===== config.mk =====
export PLATFORM = sky130hd
export DESIGN_NAME = async_fifo_wr_ctrl
export DESIGN_NICKNAME = d
export VERILOG_FILES = /design/src/rtl/async_fifo_wr_ctrl.sv
export SDC_FILE = /design/constraint.sdc
export NUM_CORES = 1
export LEC_CHECK = 0
export BUFFER_PORTS_ARGS = -buffer_cell sky130_fd_sc_hd__buf_2
export CAP_MARGIN = 30
export CORE_UTILIZATION = 47
export CTS_BUF_LIST = sky130_fd_sc_hd__clkbuf_8
export DETAILED_ROUTE_END_ITERATION = 7
export GPL_TIMING_DRIVEN = 0
export PLACE_DENSITY = 0.84
export SYNTH_ARGS = -nofsm -noshare
export SYNTH_HDL_FRONTEND = slang
export SYNTH_SLANG_ARGS = --single-unit

===== constraint.sdc =====
create_clock -name wr_clk -period 1.8 [get_ports wr_clk]
set_clock_uncertainty 0.15 [all_clocks]
set_input_delay 0.36 -clock wr_clk [delete_from_list [all_inputs] [get_ports wr_clk]]
set_output_delay 0.36 -clock wr_clk [all_outputs]
set_load 0.005 [all_outputs]

===== src/rtl/async_fifo_wr_ctrl.sv =====
`default_nettype none
// ============================================================================
// Module   : async_fifo_wr_ctrl
// Purpose  : Write-side pointer and flag controller for a dual-clock FIFO.
//            Keeps the binary write pointer for the RAM and a registered Gray
//            copy of it for the read domain. Brings the Gray read pointer
//            into wr_clk through a two-flop synchronizer. Produces a
//            registered full flag with zero-cycle latency from the write
//            that fills the FIFO.
// Ports    : wr_clk      - write-domain clock
//            wr_rst_n    - asynchronous active-low reset
//            wr_en       - producer write request
//            rd_ptr_gray - Gray read pointer from the read domain (async)
//            wrt_ptr     - binary write pointer (address + wrap bit)
//            wr_ptr_gray - registered Gray copy of wrt_ptr
//            full        - FIFO full (also gates RAM writes)
//            wr_ack      - one-cycle pulse per accepted write
//            overflow    - one-cycle pulse per write rejected while full
//            almost_full - fill level >= AF_THRESH (optional)
// Options  : define ASYNC_FIFO_ALMOST_FULL_EN to add the almost_full port
// Revision : 1.0 - initial release
// ============================================================================
module async_fifo_wr_ctrl #(
  parameter int PTR_LEN   = 4,
  parameter int AF_THRESH = 2**PTR_LEN - 2
) (
  input  logic               wr_clk,
  input  logic               wr_rst_n,
  input  logic               wr_en,
  input  logic [PTR_LEN:0]   rd_ptr_gray,
  output logic [PTR_LEN:0]   wrt_ptr,
  output logic [PTR_LEN:0]   wr_ptr_gray,
  output logic               full,
  output logic               wr_ack,
  output logic               overflow
`ifdef ASYNC_FIFO_ALMOST_FULL_EN
  ,
  output logic               almost_full
`endif
);

  // Read-pointer synchronizer stages; nothing sits between them.
  logic [PTR_LEN:0] rq1;
  logic [PTR_LEN:0] rq2;

  logic             push;
  logic [PTR_LEN:0] ptr_next;
  logic [PTR_LEN:0] gray_next;
  logic             full_next;

  // A write is taken only when the registered full flag is low.
  assign push      = wr_en & ~full;
  assign ptr_next  = wrt_ptr + {{PTR_LEN{1'b0}}, push};
  assign gray_next = ptr_next ^ (ptr_next >> 1);

  // Full when the next write pointer is exactly one lap ahead of the
  // synchronized read pointer: in Gray code that means the top two bits
  // differ and the rest match.
  assign full_next = (gray_next == {~rq2[PTR_LEN:PTR_LEN-1], rq2[PTR_LEN-2:0]});

  always_ff @(posedge wr_clk or negedge wr_rst_n) begin
    if (!wr_rst_n) begin
      rq1 <= '0;
      rq2 <= '0;
    end else begin
      rq1 <= rd_ptr_gray;
      rq2 <= rq1;
    end
  end

  always_ff @(posedge wr_clk or negedge wr_rst_n) begin
    if (!wr_rst_n) begin
      wrt_ptr     <= '0;
      wr_ptr_gray <= '0;
      full        <= 1'b0;
      wr_ack      <= 1'b0;
      overflow    <= 1'b0;
    end else begin
      wrt_ptr     <= ptr_next;
      wr_ptr_gray <= gray_next;
      full        <= full_next;
      wr_ack      <= push;
      overflow    <= wr_en & full;
    end
  end

`ifdef ASYNC_FIFO_ALMOST_FULL_EN
  localparam logic [PTR_LEN:0] AF_LIMIT = (PTR_LEN+1)'(AF_THRESH);

  logic [PTR_LEN:0] rq2_bin;
  logic [PTR_LEN:0] level;

  // Gray-to-binary: each binary bit is the XOR of all Gray bits at or above it.
  always_comb begin
    rq2_bin = '0;
    for (int i = 0; i <= PTR_LEN; i++) begin
      rq2_bin[i] = ^(rq2 >> i);
    end
  end

  // Modulo subtraction yields the fill level even across pointer wrap.
  assign level = ptr_next - rq2_bin;

  always_ff @(posedge wr_clk or negedge wr_rst_n) begin
    if (!wr_rst_n) begin
      almost_full <= 1'b0;
    end else begin
      almost_full <= (level >= AF_LIMIT);
    end
  end
`endif

endmodule
`default_nettype wire

Word level (Yosys, flattened, before mapping). Cells that the tools add are included. Widths: inputs -> output; s select.

Add/sub/neg operators: 1. Equality and inequality tests: 1. Bitwise gates (word level): 5.

Operator list (count): $add 5x1->5 (1); $eq 5x5->1 (1); $xor 5x4->5 (1); $and 1x1->1 (2); $not 2->2 (1); $not 1->1 (1).

Bits in registers: 23. Input port bits: 8. Output and inout port bits: 13. Logic and storage cells: 14.

Longest topological paths before layout.
Depth in word-level cells: 5. Depth in mapped cells: 7.

Least setup slack after synthesis. No wires, ideal clock.

Kind: reg-to-reg. From: reg full. To: reg full. Setup time: 101 ps. Data arrival time: 1749 ps. Setup slack: -200 ps. Stages on the path, launching flop included: 8. Period minus slack after synthesis: 2000 ps. Cells stage by stage: dfrtp_1 nor2b_1 ha_1 ha_1 xor2_1 xnor2_1 mux2i_1 nor4_1.

Longest elaborated chain between the ends: 5.

Ends and longest elaborated chain: start: declaration (line 33) `output logic full,`; start signal: assignment (line 81) `full <= full_next;`; $not 1->1 (line 52) `assign push = wr_en & ~full;`; $and 1x1->1 (line 52); net push (line 46) `logic push;`; $add 5x1->5 (line 53) `assign ptr_next = wrt_ptr + {{PTR_LEN{1'b0}}, push};`; net ptr_next[2] (line 47) `logic [PTR_LEN:0] ptr_next;`; $xor 5x4->5 (line 54) `assign gray_next = ptr_next ^ (ptr_next >> 1);`; $eq 5x5->1 (line 59) `assign full_next = (gray_next == {~rq2[PTR_LEN:PTR_LEN-1], rq2[PTR_LEN-2:0]});`; net full_next (line 49) `logic full_next;`.

The timed path passes the listed nets, and every way through them passes these cells.

Worst setup path after layout. Same ends and word-level chain as after synthesis.

==> results.toml <==
[status]
status = "finished with violations"
violations = "negative setup slack"

[drt]
final_antenna_net_count = 0
firstDrtPassIters = 1
routed_wl_um = 1410
drtIter0Drc = 0
vias = 516
drc = 0
viasPerCell = 4.96
wire_per_inst_um = 13.6

[placed_design]
gp_congestion = 0.726
dp_hpwl_um = 846
port-buffer-count = 20
placed_cell_area_um2 = 938
dp_cells = 87

[pwr]
combinationalPowerShare_pct = 52.3
switching_power_mw = 0.733
irDropWorstVdd_v = 0.000882
switching_share_pct = 33.2
leakage_nw = 0.561
seqPwrFrac_pct = 35.0
p_clk_share_pct = 12.7
p_int_mw = 1.48
power_density_nw_per_um2 = 1930
power_mw = 2.21

[hold_path]
hp-class = "in -> reg"

[floorplan]
chipHeight_um = 43.1
start_util_pct = 51.6
num_rows = 14
core_um2 = 1540
floorplan.die_area_um2 = 1860
ios = 21
dieWidth_um = 43.1

[yosys]
synthTopCellsByArea = "dfrtp_1 69%, xnor2_1 7.7%, xor2_1 6.6%"
yosys_warnings = 0
syn-cell-area_um2 = 796
synthesis.nets = 61
yosysTopAreaCell = "dfrtp_1"
ys_seq_elements = 22
synth_cells = 51
yosys.cell_types.count = 17
syn_avg_cell_area_um2 = 15.6
yosysSeqAreaShare_pct = 69.2
synth_top_area_share_pct = 69.2

[clocking]
clk_latency_ns = 0.25
clock_sinks = 22
clock_path_buffers = 2
cts_root_buffer = "clkbuf_8"
path_clk_slew_ns = 0.07
h-tree-depth = 1
cts_tree = "yes"
cts-buffers-inserted = 3

[final_layout]
nets = 100
final_util_pct = 74.3
antenna_cells = 0
fin_cells = 104
drive_gt1_share_pct = 56.8
area_growth_pct = 43.9
design_area_um2 = 1140

[sta]
period_needed_ns = 2.02
fin_setup_tns_ns = -0.447
setup_viol = 3
period_share_pct = 112
tightest_slew_ns = 0.465
slew_violations = 0
max_freq_mhz = 496
maxSlewHeadroom_pct = 69.0
final_hold_viol_count = 0
fin_ws_ns = -0.216
rsz0062_at_grt = "yes"

[critical_path]
path_delay_family = "adder cells"
crit_fanout = 5
critPathLaunchType = "flop"
endpoint_kind = "flop"
max_stage_delay_ns = 0.40
cp.arrival_ns = 2.00
crit_chain = "nor2b_2 -> ha_2 -> ha_4 -> buf_6 -> xor2_4 -> xnor2_2 -> mux2i_1 -> nor4_2"
crit_required_ns = 1.78
crit_type = "reg -> reg"
slowest_stage = "dfrtp_1"
crit_buf_inv = 1

[grt]
grt_use_total_pct = 17.1
grt_first_pass_wirelength_um = 2240
grt_pass1_vias = 553
grt_max_degree = 23
grt-ovfl-total = 0
antenna_found_initial = 0

[flow_run]
max_cap_violations = 0
## worst paths after layout
kind                                  start                  endpoint  slack [ns]  cells past startpoint
setup / recovery             full$_DFF_PN0_            full$_DFF_PN0_       -0.22                      8
hold / removal               rd_ptr_gray[3]          rq1[3]$_DFF_PN0_        0.06                      1
setup reg to reg             full$_DFF_PN0_            full$_DFF_PN0_       -0.22                      8
hold reg to reg            rq1[3]$_DFF_PN0_          rq2[3]$_DFF_PN0_        0.20                      0
max in group asynchronous          wr_rst_n          rq2[0]$_DFF_PN0_        0.72                      2
min in group asynchronous          wr_rst_n  wr_ptr_gray[0]$_DFF_PN0_        0.46                      2
## per-stage QoR
step	hold slack, ns	setup WS (ns)
CTS	0.0548	-0.110
global placement	0.182	-0.253
floorplan	-0.0856	0.00109
detailed placement	0.187	-0.373
global route	0.0496	-0.308
finish	0.0600	-0.216
## power groups by stage
stage	clock [mW]	sequential [mW]	combinational [mW]
2_1_floorplan	0	0.768	0.504
3_3_place_gp	0	0.752	0.709
3_5_place_dp	0	0.765	0.748
4_1_cts	0.291	0.768	0.989
5_1_grt	0.310	0.792	1.25
6_report	0.281	0.773	1.15
## cell type report
class | count | area, um2
flip-flops and latches | 22 | 551
clock buffers | 3 | 41.3
multi-input cells | 28 | 314
plain buffers | 1 | 7.51
well taps | 16 | 20.0
repair buffers | 34 | 211
fillers | 101 | 397
## per-layer routing
layer  vias to the layer above  global-route usage, %  share of wire, %
li1                        242                      -                 -
met1                       253                   16.9                37
met2                        19                   30.1                57
met3                         2                   5.96               4.6
met4                         0                   9.70               1.1
met5                         -                      0                 0
## cell usage in the layout (no fill, tap or decap), types with 2 or more instances in the layout
cell type  Yosys  layout
buf_2          0      20
clkbuf_8       0       3
xor2_1         6       5
xnor2_1        7       4
and2_1         2       2
dfrtp_1       22      22
buf_4          1      13
xnor2_2        1       4
## cells in the mapped netlist
library cell / number
nor4_1: 1
mux2i_1: 1
xnor2_2: 1
nand4_1: 1
xnor2_1: 7
a21boi_2: 1
and3_2: 1
o22ai_1: 1
and2_1: 2
buf_4: 1
nor2b_1: 1
nor2_1: 1
a21boi_0: 1
dfrtp_1: 22
ha_1: 2
nand3_1: 1
xor2_1: 6
## what timing repair did
item | 4_1_cts | 5_1_grt
resized for setup | 6 | 4
hold buffers | 1 | 0
setup buffers | 8 | 5
endpoints found under the setup margin | 1 | 3
pin swaps | 5 | 3
endpoints found under the hold margin | 22 | 0
gates cloned | 0 | 0
## sequential cells by signal, indices dropped and copies added (netlist names)
signal,cells
rq1,5
wr_ptr_gray,5
full,1
wrt_ptr,4
wr_ack,1
overflow,1
rq2,5
## cell families (layout without fill, tap and decap cells)
kind of cell	Yosys count	count (layout)	share of synthesized area [%]
DFF	22	22	69.2
xor gates and xnor gates	14	14	16.4
and+or+nand+nor	8	8	5.98
AOI/OAI and AO/OA	3	3	3.15
adders and majority gates	2	2	3.14
muxes	1	1	1.26
buffers and inverters	1	38	0.944
Power figures use the tool's default switching activity.
